**config.mk**
```make
export PLATFORM = sky130hd
export DESIGN_NAME = i2c_sfr_txq
export DESIGN_NICKNAME = d
export VERILOG_FILES = /design/src/rtl/i2c_pkg.sv /design/src/rtl/i2c_byte_fifo.sv /design/src/rtl/i2c_sfr_txq.sv
export SDC_FILE = /design/constraint.sdc
export NUM_CORES = 1
export LEC_CHECK = 0
export CAP_MARGIN = 5
export CORE_ASPECT_RATIO = 1.25
export CORE_UTILIZATION = 50
export CTS_BUF_LIST = sky130_fd_sc_hd__clkbuf_4 sky130_fd_sc_hd__clkbuf_8 sky130_fd_sc_hd__clkbuf_16
export CTS_CLUSTER_DIAMETER = 60
export CTS_CLUSTER_SIZE = 14
export DETAILED_ROUTE_END_ITERATION = 8
export PLACE_DENSITY = 0.75
export SYNTH_ARGS = -nofsm -noshare
export SYNTH_HDL_FRONTEND = slang
export SYNTH_HIERARCHICAL = 1
export SYNTH_SLANG_ARGS = --single-unit
```
**constraint.sdc**
```tcl
create_clock -name clk -period 2.9 [get_ports clk]
set_clock_uncertainty 0.1 [all_clocks]
set_input_delay 0.58 -clock clk [delete_from_list [all_inputs] [get_ports clk]]
set_output_delay 0.58 -clock clk [all_outputs]
set_load 0.02 [all_outputs]
```
**src/rtl/i2c_pkg.sv**
```systemverilog
// Shared constants for the I2C SFR front end: SFR addresses, register bit
// positions and the transmit sequencer state encoding.
package i2c_pkg;

    // Default SFR addresses on the DW8051 SFR bus
    localparam logic [7:0] SFR_DATA_ADDR = 8'h9C;
    localparam logic [7:0] SFR_CTRL_ADDR = 8'h9A;
    localparam logic [7:0] SFR_STAT_ADDR = 8'h9B;

    // Control register bit positions
    localparam int CTRL_GO      = 0;
    localparam int CTRL_STOP_EN = 4;
    localparam int CTRL_FLUSH   = 7;

    // Status register bit positions
    localparam int STAT_BUSY    = 7;
    localparam int STAT_DONE    = 6;
    localparam int STAT_ACK_ERR = 5;
    localparam int STAT_OVF     = 4;
    localparam int STAT_FULL    = 3;
    localparam int STAT_EMPTY   = 2;

    // Transmit sequencer states
    typedef enum logic [1:0] {
        ST_IDLE  = 2'd0,
        ST_START = 2'd1,
        ST_SEND  = 2'd2,
        ST_WAIT  = 2'd3
    } txq_state_e;

endpackage

```
**src/rtl/i2c_byte_fifo.sv**
```systemverilog
// Synchronous byte FIFO with first-word-fall-through output. Pushes into a
// full FIFO and pops from an empty FIFO are ignored; flush empties it.
module i2c_byte_fifo #(
    parameter int DEPTH = 8
) (
    input  logic                       clk,
    input  logic                       rst_n,
    input  logic                       i_push,
    input  logic [7:0]                 i_data,
    input  logic                       i_pop,
    input  logic                       i_flush,
    output logic [7:0]                 o_data,
    output logic                       o_full,
    output logic                       o_empty,
    output logic [$clog2(DEPTH):0]     o_count
);

    localparam int AW = $clog2(DEPTH);
    localparam int CW = AW + 1;

    logic [7:0]    r_mem [DEPTH];
    logic [AW-1:0] r_wr_ptr;
    logic [AW-1:0] r_rd_ptr;
    logic [CW-1:0] r_count;
    logic          w_push_ok;
    logic          w_pop_ok;

    assign o_full    = (r_count == CW'(DEPTH));
    assign o_empty   = (r_count == '0);
    assign o_count   = r_count;
    assign o_data    = r_mem[r_rd_ptr];
    assign w_push_ok = i_push && !o_full;
    assign w_pop_ok  = i_pop && !o_empty;

    // Byte storage write port
    // NOTE: the storage array has no reset; count and pointers alone decide
    // which entries are valid, so resetting it would only cost flops.
    always_ff @(posedge clk) begin
        if (w_push_ok && !i_flush) begin
            r_mem[r_wr_ptr] <= i_data;
        end
    end

    // Pointer and occupancy tracking; pointers wrap modulo DEPTH
    // NOTE: sequential state is always assigned with <= so every flop samples
    // the pre-edge values regardless of statement order.
    always_ff @(posedge clk or negedge rst_n) begin
        if (!rst_n) begin
            r_wr_ptr <= '0;
            r_rd_ptr <= '0;
            r_count  <= '0;
        end else if (i_flush) begin
            r_wr_ptr <= '0;
            r_rd_ptr <= '0;
            r_count  <= '0;
        end else begin
            if (w_push_ok) r_wr_ptr <= r_wr_ptr + AW'(1);
            if (w_pop_ok)  r_rd_ptr <= r_rd_ptr + AW'(1);
            r_count <= r_count + CW'(w_push_ok) - CW'(w_pop_ok);
        end
    end

endmodule

```
**src/rtl/i2c_sfr_txq.sv**
```systemverilog
// SFR-bus front end and transmit queue for the I2C master bit engine.
// The CPU queues payload bytes through the data SFR and launches a
// transaction through the control SFR; the sequencer then streams the queued
// bytes to the engine over valid/ready and records the outcome in status.
module i2c_sfr_txq
    import i2c_pkg::*;
#(
    parameter logic [7:0] DATA_ADDR = SFR_DATA_ADDR,
    parameter logic [7:0] CTRL_ADDR = SFR_CTRL_ADDR,
    parameter logic [7:0] STAT_ADDR = SFR_STAT_ADDR,
    parameter int         DEPTH     = 8
) (
    input  logic       clk,
    input  logic       rst_n,
    input  logic [7:0] sfr_addr,
    input  logic       sfr_wr,
    input  logic [7:0] I2C_data_in,
    output logic       I2C_sfr_cs,
    output logic [7:0] I2C_data_out,
    output logic       eng_start,
    output logic       eng_stop,
    output logic [7:0] tx_data,
    output logic       tx_valid,
    input  logic       tx_ready,
    output logic       tx_last,
    input  logic       eng_ack_err,
    input  logic       eng_done
);

    localparam int CW = $clog2(DEPTH) + 1;

    txq_state_e    r_state;
    txq_state_e    w_state_next;
    logic          r_stop_en;
    logic          r_done;
    logic          r_ack_err;
    logic          r_ovf;

    logic          w_data_wr;
    logic          w_ctrl_wr;
    logic          w_flush_cmd;
    logic          w_go_cmd;
    logic          w_go_launch;
    logic          w_go_empty;
    logic          w_abort;
    logic          w_fifo_flush;
    logic          w_pop;
    logic          w_busy;
    logic          w_full;
    logic          w_empty;
    logic [CW-1:0] w_count;
    logic [7:0]    w_head;
    logic [7:0]    w_status;

    // SFR decode: a GO is only accepted when idle and not overridden by FLUSH
    assign w_data_wr    = sfr_wr && (sfr_addr == DATA_ADDR);
    assign w_ctrl_wr    = sfr_wr && (sfr_addr == CTRL_ADDR);
    assign w_flush_cmd  = w_ctrl_wr && I2C_data_in[CTRL_FLUSH];
    assign w_go_cmd     = w_ctrl_wr && I2C_data_in[CTRL_GO] && !I2C_data_in[CTRL_FLUSH]
                          && (r_state == ST_IDLE);
    assign w_go_launch  = w_go_cmd && !w_empty;
    assign w_go_empty   = w_go_cmd && w_empty;
    assign w_abort      = eng_ack_err && ((r_state == ST_SEND) || (r_state == ST_WAIT));
    assign w_fifo_flush = w_flush_cmd || w_abort;
    assign w_pop        = tx_valid && tx_ready;
    assign w_busy       = (r_state != ST_IDLE);

    assign w_status = {w_busy, r_done, r_ack_err, r_ovf, w_full, w_empty, w_count[1:0]};

    assign I2C_sfr_cs   = (sfr_addr == DATA_ADDR) || (sfr_addr == CTRL_ADDR)
                          || (sfr_addr == STAT_ADDR);
    assign I2C_data_out = (sfr_addr == STAT_ADDR) ? w_status : 8'h00;
    assign tx_data      = w_head;

    i2c_byte_fifo #(
        .DEPTH   (DEPTH)
    ) u_fifo (
        .clk     (clk),
        .rst_n   (rst_n),
        .i_push  (w_data_wr),
        .i_data  (I2C_data_in),
        .i_pop   (w_pop),
        .i_flush (w_fifo_flush),
        .o_data  (w_head),
        .o_full  (w_full),
        .o_empty (w_empty),
        .o_count (w_count)
    );

    // Sequencer state register
    always_ff @(posedge clk or negedge rst_n) begin
        if (!rst_n) begin
            r_state <= ST_IDLE;
        end else begin
            r_state <= w_state_next;
        end
    end

    // Sequencer next state and engine-side outputs
    // NOTE: every output of this block gets a default first, so no path
    // through the case statement can leave one unassigned and infer a latch.
    always_comb begin
        w_state_next = r_state;
        eng_start    = 1'b0;
        eng_stop     = 1'b0;
        tx_valid     = 1'b0;
        tx_last      = 1'b0;
        case (r_state)
            ST_IDLE: begin
                if (w_go_launch) w_state_next = ST_START;
            end
            ST_START: begin
                eng_start    = 1'b1;
                w_state_next = ST_SEND;
            end
            ST_SEND: begin
                tx_valid = !w_empty;
                // A byte pushed in the same clk extends the transaction
                tx_last  = (w_count == CW'(1)) && !w_data_wr;
                eng_stop = r_stop_en;
                if (w_abort) begin
                    w_state_next = ST_WAIT;
                end else if (tx_valid && tx_ready && tx_last) begin
                    w_state_next = ST_WAIT;
                end
            end
            ST_WAIT: begin
                if (eng_done) w_state_next = ST_IDLE;
            end
            default: w_state_next = ST_IDLE;
        endcase
    end

    // Latched STOP_EN and sticky status flags; a set in the same clk as a
    // clear wins so no event is lost
    always_ff @(posedge clk or negedge rst_n) begin
        if (!rst_n) begin
            r_stop_en <= 1'b0;
            r_done    <= 1'b0;
            r_ack_err <= 1'b0;
            r_ovf     <= 1'b0;
        end else begin
            if (w_go_launch) r_stop_en <= I2C_data_in[CTRL_STOP_EN];

            if (w_flush_cmd || w_go_cmd) begin
                r_done    <= 1'b0;
                r_ack_err <= 1'b0;
                r_ovf     <= 1'b0;
            end
            if (w_go_empty || ((r_state == ST_WAIT) && eng_done)) r_done <= 1'b1;
            if (w_abort) r_ack_err <= 1'b1;
            if (w_data_wr && w_full) r_ovf <= 1'b1;
        end
    end

endmodule

```
# Word level (Yosys, flattened, before mapping)
# Memory sizes are Yosys's and may differ from the RTL's.
# Index checks and enable logic that the tools add are counted.
[totals]
ff_bits = 16
ramBits = 64
memories = 1
[classes]
n_addsub = 4
n_eq_ne = 11
mux = 21
n_reduce_logical = 38
[memory_table]
columns = ["name", "depth", "word_bits", "rd", "rd_clocked_by_memory_dff", "write_ports", "line", "source"]
rows = [
  ["u_fifo.r_mem", 8, 8, 1, 0, 1, "i2c_byte_fifo.sv:21", "logic [7:0] r_mem [DEPTH];"],
]
[op_table]
columns = ["op", "count"]
rows = [
  ["$eq 8x8->1 const B", 3],
  ["$logic_and 1x1->1", 18],
  ["$mux 3", 4],
  ["$reduce_bool 2->1", 6],
  ["$mux 1", 10],
  ["$mux 2", 4],
  ["$mux 8", 1],
  ["$pmux 2 s4", 1],
  ["$add 3x1->3 const B", 2],
  ["$logic_or 1x1->1", 6],
  ["$logic_not 1->1", 5],
  ["$add 4x1->4", 1],
  ["$eq 2x2->1 const B", 2],
  ["$eq 4x1->1 const B", 1],
  ["$eq 4x4->1 const B", 1],
  ["$logic_not 4->1", 1],
  ["$mux 4", 1],
  ["$ne 2x2->1 const B", 2],
  ["$sub 4x1->4", 1],
  ["$ne 3x2->1 const B", 1],
  ["$reduce_and 3->1", 1],
  ["$eq 2x1->1 const B", 1],
  ["$logic_not 2->1", 1],
]

# Logic depth before layout (Yosys ltp)
# Gate-level depths: netlist of the first run.
[depth]
word_depth = 8
depth_mapped = 12

# By module
# The synthesis of the first run kept the hierarchy.
[by_module_without_submodules]
columns = ["module", "n_inst", "cells_each", "area_each_um2", "seq_area_each_um2"]
rows = [
  ["i2c_byte_fifo", 1, 167, 3141.8, 2172.1],
  ["i2c_sfr_txq", 1, 57, 558.0, 150.1],
]

# Worst setup path after synthesis of the first run
# Ideal clock, no wire load.
[synth_timing]
kind = "register -> register"
startpoint = "reg u_fifo.r_count[2] (netlist: u_fifo/o_count[2])"
endpoint = "reg u_fifo.r_count[2] (netlist: u_fifo/o_count[2])"
arrival_time_ns = 2.988
t_required_ns = 2.669
setup_slack_ns = -0.318
path_stages_with_launch = 13
path_cell_list = "dfrtp_1 inv_1 ha_1 nor3b_1 nor2_1 and2_1 nor2b_1 ha_1 inv_1 ha_1 fa_1 xnor2_1 nor2_1"
[synth_between]
elab_chain_len = 7
elab_cells_between_ends = 11
classes_between = "2 x add/sub; 1 x eq/ne; 2 x mux; 6 x reduce/logical"
[synth_lines]
columns = ["item", "line", "source"]
rows = [
  ["start: declaration", "i2c_byte_fifo.sv:24", "logic [CW-1:0] r_count;"],
  ["start signal: assignment", "i2c_byte_fifo.sv:59", "r_count <= r_count + CW'(w_push_ok) - CW'(w_pop_ok);"],
  ["$logic_not 4->1", "i2c_byte_fifo.sv:29", "assign o_empty = (r_count == '0);"],
  ["via w_empty", "i2c_sfr_txq.sv:50", "logic w_empty;"],
  ["$logic_not 1->1", "i2c_sfr_txq.sv:117", "tx_valid = !w_empty;"],
  ["$mux 1", "i2c_sfr_txq.sv:108", "case (r_state)"],
  ["via tx_valid", "i2c_sfr_txq.sv:23", "output logic tx_valid,"],
  ["$logic_and 1x1->1", "i2c_sfr_txq.sv:65", "assign w_pop = tx_valid && tx_ready;"],
  ["via w_pop", "i2c_sfr_txq.sv:47", "logic w_pop;"],
  ["$logic_and 1x1->1", "i2c_byte_fifo.sv:33", "assign w_pop_ok = i_pop && !o_empty;"],
  ["$sub 4x1->4", "i2c_byte_fifo.sv:59", ""],
  ["$mux 4", "i2c_byte_fifo.sv:52", "end else if (i_flush) begin"],
]
# The timed path passes the listed nets, and every way through them passes these cells.
# A chain may end at the register's enable or synchronous reset.

# Worst setup path after layout of the first run
[layout_timing]
startpoint = "in sfr_addr[4]"
endpoint = "out I2C_data_out[7]"
[layout_between]
elab_chain_len = 2
[layout_lines]
columns = ["item", "line", "source"]
rows = [
  ["start: declaration", "i2c_sfr_txq.sv:15", "input logic [7:0] sfr_addr,"],
  ["$eq 8x8->1", "i2c_sfr_txq.sv:72", "assign I2C_data_out = (sfr_addr == STAT_ADDR) ? w_status : 8'h00;"],
  ["$mux 8", "i2c_sfr_txq.sv:72", ""],
  ["end: declaration", "i2c_sfr_txq.sv:19", "output logic [7:0] I2C_data_out,"],
]
# No other way between the ends.

==> results of run 1 <==
per-stage QoR:
step	area (um^2)	TNS, ns	hold WS [ns]	utilization
after floorplan	3710	0	0.1844	-
after global placement	4388	-15.52	0.3676	0.6214
after detailed placement	4388	-18.27	0.3741	0.6214
after CTS	4634	0	0.3994	0.6563
after global routing	4636	-0.06274	0.4241	0.6564
final	4636	0	0.3918	0.6564
routing by layer:
metal	up-vias	part of all wire	GRT usage	wire length, um
met5	-	0	0	0
met4	0	0.016	0.08252	106
met3	10	0.030	0.03084	200
met2	44	0.55	0.3358	3673
met1	1079	0.40	0.2108	2687
li1	1018	-	-	-
layout make-up:
cell class                      instances  area share
Tap cell                               90     0.02429
Timing Repair Buffer                   67      0.1252
Clock buffer                           10     0.02834
Inverter                               11    0.008907
Multi-Input combinational cell        127      0.2872
Clock inverter                          6     0.02483
Sequential cell                        80      0.5012
timing repair:
action / in CTS / in global routing
gates resized for setup: 30 / 17
setup endpoints to repair: 18 / 43
pin swaps: 0 / 3
setup buffers: 1 / 0
registers in the layout, indices dropped and copies added, names as in the netlist:
register	count
r_ack_err	1
r_done	1
r_ovf	1
r_state	2
r_stop_en	1
u_fifo/o_count	4
u_fifo/r_mem	64
u_fifo/r_rd_ptr	3
u_fifo/r_wr_ptr	3
path summary, 6_finish.rpt:
| path | start | end | slack (ns) | depth (start not counted) |
|---|---|---|---|---|
| max | sfr_addr[4] | I2C_data_out[7] | 0.07 | 6 |
| min | r_stop_en$_DFFE_PN0P_ | r_stop_en$_DFFE_PN0P_ | 0.39 | 1 |
| max reg2reg | r_state[0]$_DFFE_PN0P_ | u_fifo/o_count[1]$_DFF_PN0_ | 0.31 | 11 |
| min reg2reg | r_stop_en$_DFFE_PN0P_ | r_stop_en$_DFFE_PN0P_ | 0.39 | 1 |
| max in group asynchronous | rst_n | u_fifo/r_rd_ptr[2]$_DFFE_PN0P_ | 1.59 | 1 |
| min in group asynchronous | rst_n | u_fifo/o_count[3]$_DFF_PN0_ | 0.59 | 1 |
worst register-to-register path: stages (launching register included):
cell,delay (ns)
dfrtp_1,0.42
inv_1,0.10
ha_1,0.25
inv_1,0.10
nor2_1,0.13
and2_1,0.17
nor2b_1,0.19
ha_1,0.27
inv_2,0.07
ha_4,0.13
fa_2,0.42
nor2b_1,0.13
report_power, final:
part	switching, mW	leakage (nW)	internal [mW]
clock	0.388	0.121	0.587
combinational	0.457	0.834	0.488
sequential	0.0763	0.776	1.30
logic make-up after synthesis:
| group | count (synthesis) | synth area share |
|---|---|---|
| flops | 80 | 0.6277 |
| simple gates | 66 | 0.1150 |
| mux | 28 | 0.1498 |
| compound gates | 19 | 0.03517 |
| buf+inv | 17 | 0.02401 |
| fa+ha+maj | 13 | 0.04599 |
| xor+xnor | 1 | 0.002368 |
layout by cell type (no fill, tap or decap), drive strengths merged, types with 3 or more instances in the layout:
| master | count |
|---|---|
| and2 | 9 |
| nand2b | 4 |
| dlygate4sd2 | 9 |
| clkdlybuf4s50 | 24 |
| dfrtp | 16 |
| a21oi | 5 |
| nor2b | 8 |
| mux2 | 11 |
| nor3 | 3 |
| nand2 | 10 |
| edfxtp | 64 |
| nor2 | 12 |
| buf | 25 |
| mux4 | 16 |
| ha | 12 |
| inv | 13 |
| or3 | 3 |
| clkbuf | 17 |
| bufinv | 3 |
| o21ai | 6 |
==> impl_metrics.tcl, run 1 <==
set metrics [dict create \
    status "completed" \
    yosys_warnings 6 \
    nets 331 \
    synthArstFlopShare 0.2000 \
    required_ns 2.22 \
    clkSlewWorstSetupHoldPaths_ns 0.08 \
    fin_crit_sh 0.9770 \
    die_y_um 98.18 \
    synth.distinct_cells 47 \
    cts-root-buf "clkbuf_8" \
    viasPerCell 5.501 \
    htreeDepth 3 \
    cts_made_buffers 9 \
    dr_total_vias 2151 \
    setup_viol 0 \
    cts_max_path_buffers 2 \
    rsz0062_at_grt "yes" \
    synth_top_cell_by_area "edfxtp_1" \
    worstMarginPinSlew_ns 0.7593 \
    critical-path-max-stage-delay_ns 0.44 \
    firstDrtPassIters 4 \
    cts_hold_buf 0 \
    ios 43 \
    core_region_area_mm2 0.007062 \
    fmax_mhz 352.9 \
    syn_to_final_growth_pct 25.30 \
    drv_slew 0 \
    wire_per_inst_um 17.05 \
    syn-cell-area_mm2 0.003700 \
    n_fill_cell 532 \
    crit_arrival_ns 2.15 \
    ys_seq_area_frac 0.6277 \
    multiInputGateArea_mm2 0.001331 \
    drt_drc_violations_left 0 \
    startpoint_type "primary input" \
    clk-insertion-delay-late_ns 0.34 \
    grt_pass1_vias 2175 \
    ys_top_cells_by_area "edfxtp_1 52%, mux4_1 11%, dfrtp_1 11%" \
    dp_hpwl_mm 4.768 \
    port_buffers 42 \
    rows 34 \
    ys_seq_elements 80 \
    dieArea_mm2 0.007750 \
    drive_above_1_share 0.2525 \
    initial_core_util 0.5239 \
    grt_pass1_wl_mm 10.38 \
    cp_slowest_cell "clkdlybuf4s50_1" \
    hold_viol_final 0 \
    final_antenna_net_count 0 \
    diodes 0 \
    cts_tree "yes" \
    placed_cells_incl_taps 374 \
    leakage_nw 1.731 \
    synth_area_per_cell_um2 16.52 \
    min_period_ns 2.833 \
    setup_ws_ns 0.06665 \
    drtIter0Drc 73 \
    grt_overflow 0 \
    synth_enable_flop_cells 64 \
    yosysMostFrequentCell "edfxtp_1" \
    total_power_mw 3.294 \
    synth_top_area_frac 0.5194 \
    synth_commonest_cells "64 x edfxtp_1, 16 x dfrtp_1, 16 x mux4_1, 12 x ha_1, 12 x nor2_1" \
    worstSetupPathType "primary input to output port" \
    antenna_found_initial 0 \
    synthFlopType "edfxtp_1" \
    min_path_type "register to register" \
    end_kind "output port" \
    stdcell_count 391 \
    wl_mm 6.667 \
    path_buf_inv 2 \
    crit_chain "clkdlybuf4s50_1 > or3b_4 > nor2_2 > and3_4 > nor2b_1 > clkdlybuf4s15_2" \
    syn-num-nets 259 \
    powerDensity_mw_per_mm2 710.5 \
    grt_max_degree 19 \
    cap_violations 0 \
    seq_area_mm2 0.002323 \
    place_congestion 0.7807 \
    clock_sinks 80 \
    grt_usage 0.1849 \
    peakVddDrop_mv 0.4829 \
    slew_headroom 0.4922 \
    pre_cts_slack_ns -0.3436 \
    path_delay_family "simple AND/OR/NAND/NOR gates" \
    synth_cells 224 \
    cp_max_fo 8 \
    die_w_um 78.94 \
]
(Power assumes the default switching activity.)
==> run 2: changes to the inputs <==
--- a/config.mk
+++ b/config.mk
@@ -12,6 +12,7 @@
 export CTS_CLUSTER_DIAMETER = 60
 export CTS_CLUSTER_SIZE = 14
 export DETAILED_ROUTE_END_ITERATION = 8
+export GPL_TIMING_DRIVEN = 0
 export PLACE_DENSITY = 0.75
 export SYNTH_ARGS = -nofsm -noshare
 export SYNTH_HDL_FRONTEND = slang
==> impl_metrics.tcl, run 2 (synthesized netlist as in run 1, its figures left out) <==
set metrics [dict create \
    dieArea_mm2 0.007750 \
    drv_slew 0 \
    peakVddDrop_mv 0.4822 \
    cp_max_fo 3 \
    slew_headroom 0.4767 \
    die_y_um 98.18 \
    netSwitchingFraction 0.2824 \
    dp_hpwl_mm 4.547 \
    required_ns 2.22 \
    grt_usage 0.2002 \
    p_int_mw 2.387 \
    clk-insertion-delay-late_ns 0.34 \
    viasPerCell 5.543 \
    top_register "u_fifo/r_mem" \
    drtIter0Drc 85 \
    fmax_mhz 353.5 \
    pre_cts_slack_ns -1.038 \
    worstSetupPathType "register to output port" \
    drt_drc_violations_left 0 \
    total_power_mw 3.327 \
    final_core_utilization 0.6591 \
    nets 327 \
    placed_cells_incl_taps 356 \
    ios 43 \
    grt_overflow 0 \
    fin_crit_sh 0.9756 \
    firstDrtPassIters 5 \
    final_common_cell "edfxtp_1" \
    hold_ws_ns 0.3870 \
    powerDensity_mw_per_mm2 714.8 \
    syn_to_final_growth_pct 25.80 \
    antenna_found_initial 0 \
    grt_max_degree 17 \
    min_path_type "register to register" \
    leakage_nw 1.725 \
    dr_total_vias 2145 \
    final_antenna_net_count 0 \
    initial_core_util 0.5239 \
    setup_viol 0 \
    clock_sinks 80 \
    die_w_um 78.94 \
    startpoint_type "register" \
    setup_ws_ns 0.07083 \
    diodes 0 \
    place_congestion 0.7727 \
    wl_mm 7.000 \
    cap_violations 0 \
    cts-root-buf "clkbuf_8" \
    pwr-share-clk 0.289 \
    wire_per_inst_um 18.09 \
    end_kind "output port" \
    cts_tree "yes" \
    stdcell_count 387 \
    seqPwrFrac 0.406 \
    clkSlewWorstSetupHoldPaths_ns 0.07 \
    rows 34 \
    cts_made_buffers 9 \
    multiInputGateArea_mm2 0.001380 \
    grt_pass1_wl_mm 11.19 \
    layout_common_cells "64 x edfxtp_1, 24 x clkdlybuf4s50_1, 16 x dfrtp_1, 16 x mux4_1, 14 x buf_4" \
    largest_reg_flops 64 \
    drive_above_1_share 0.2525 \
    core_region_area_mm2 0.007062 \
    seq_area_mm2 0.002322 \
    min_period_ns 2.829 \
    status "completed" \
    power_frac_comb 0.305 \
    holdPathStages 1 \
    worstMarginPinSlew_ns 0.7826 \
    grt_pass1_vias 2341 \
    htreeDepth 3 \
    port_buffers 42 \
    crit_arrival_ns 2.15 \
    hold_viol_final 0 \
    power.switching_uw 939.6 \
    n_fill_cell 500 \
    reg2regPathDepth 8 \
    cts_max_path_buffers 2 \
]
[run 2: power by group through the flow]
| stage | clock [mW] | combinational, mW | sequential (mW) |
|---|---|---|---|
| floorplan | 0 | 0.680 | 1.36 |
| global placement | 0 | 0.945 | 1.37 |
| detailed placement | 0 | 0.969 | 1.37 |
| CTS | 0.978 | 1.01 | 1.35 |
| global route | 1.02 | 1.10 | 1.36 |
| finish | 0.963 | 1.01 | 1.35 |
[run 2: per-layer routing]
metal | part of all wire | global-route usage | vias up
met5 | 0 | 0 | -
met4 | 0.020 | 0.1371 | 0
met2 | 0.53 | 0.3405 | 64
met3 | 0.037 | 0.03178 | 12
met1 | 0.42 | 0.2295 | 1059
li1 | - | - | 1010
[run 2: metrics by stage]
stage | area [um^2] | setup TNS [ns]
floorplan | 3710 | 0
global placement | 4243 | -55.90
detailed placement | 4243 | -58.48
CTS | 4673 | -0.2570
global route | 4654 | -1.290
finish | 4654 | 0
[run 2: final cells by class]
class / count / area share
clock buffers: 9 / 0.02661
well taps: 90 / 0.02419
repair buffers: 57 / 0.1075
flip-flops and latches: 80 / 0.4989
clock inverters: 7 / 0.02554
inverters: 11 / 0.008871
plain buffers: 6 / 0.01183
multi-input cells: 127 / 0.2965
[run 2: what timing repair did]
action                                  in CTS  in global routing
pin swaps                                    4                  1
resized for setup                           53                 17
hold buffers                                 0                  0
setup buffers                               13                  2
gates cloned                                 0                  0
endpoints found under the setup margin      88                 77
[run 2: final timing paths]
kind	start	endpoint	slack, ns
max	u_fifo/r_rd_ptr[1]$_DFFE_PN0P_	tx_data[2]	0.07
min	r_stop_en$_DFFE_PN0P_	r_stop_en$_DFFE_PN0P_	0.39
max reg2reg	r_state[0]$_DFFE_PN0P_	u_fifo/r_mem[7][7]$_DFFE_PP_	0.11
min reg2reg	r_stop_en$_DFFE_PN0P_	r_stop_en$_DFFE_PN0P_	0.39
max in group asynchronous	rst_n	r_state[0]$_DFFE_PN0P_	1.62
min in group asynchronous	rst_n	u_fifo/o_count[2]$_DFF_PN0_	0.59
[run 2: worst max-delay path: stages, from the launching register on]
cell	delay, ns
dfrtp_1	0.37
buf_6	0.14
buf_12	0.10
buf_4	0.12
mux4_1	0.54
mux2_2	0.27
clkdlybuf4s15_1	0.28
==> run 3: changes to the inputs <==
--- a/config.mk
+++ b/config.mk
@@ -5,12 +5,12 @@
 export SDC_FILE = /design/constraint.sdc
 export NUM_CORES = 1
 export LEC_CHECK = 0
+export ABC_AREA = 0
 export CAP_MARGIN = 5
 export CORE_ASPECT_RATIO = 1.25
 export CORE_UTILIZATION = 50
 export CTS_BUF_LIST = sky130_fd_sc_hd__clkbuf_4 sky130_fd_sc_hd__clkbuf_8 sky130_fd_sc_hd__clkbuf_16
 export CTS_CLUSTER_DIAMETER = 60
-export CTS_CLUSTER_SIZE = 14
 export DETAILED_ROUTE_END_ITERATION = 8
 export GPL_TIMING_DRIVEN = 0
 export PLACE_DENSITY = 0.75
==> results of run 3 <==
Same layout as run 2: the final DEF is identical, and so are final timing and power.
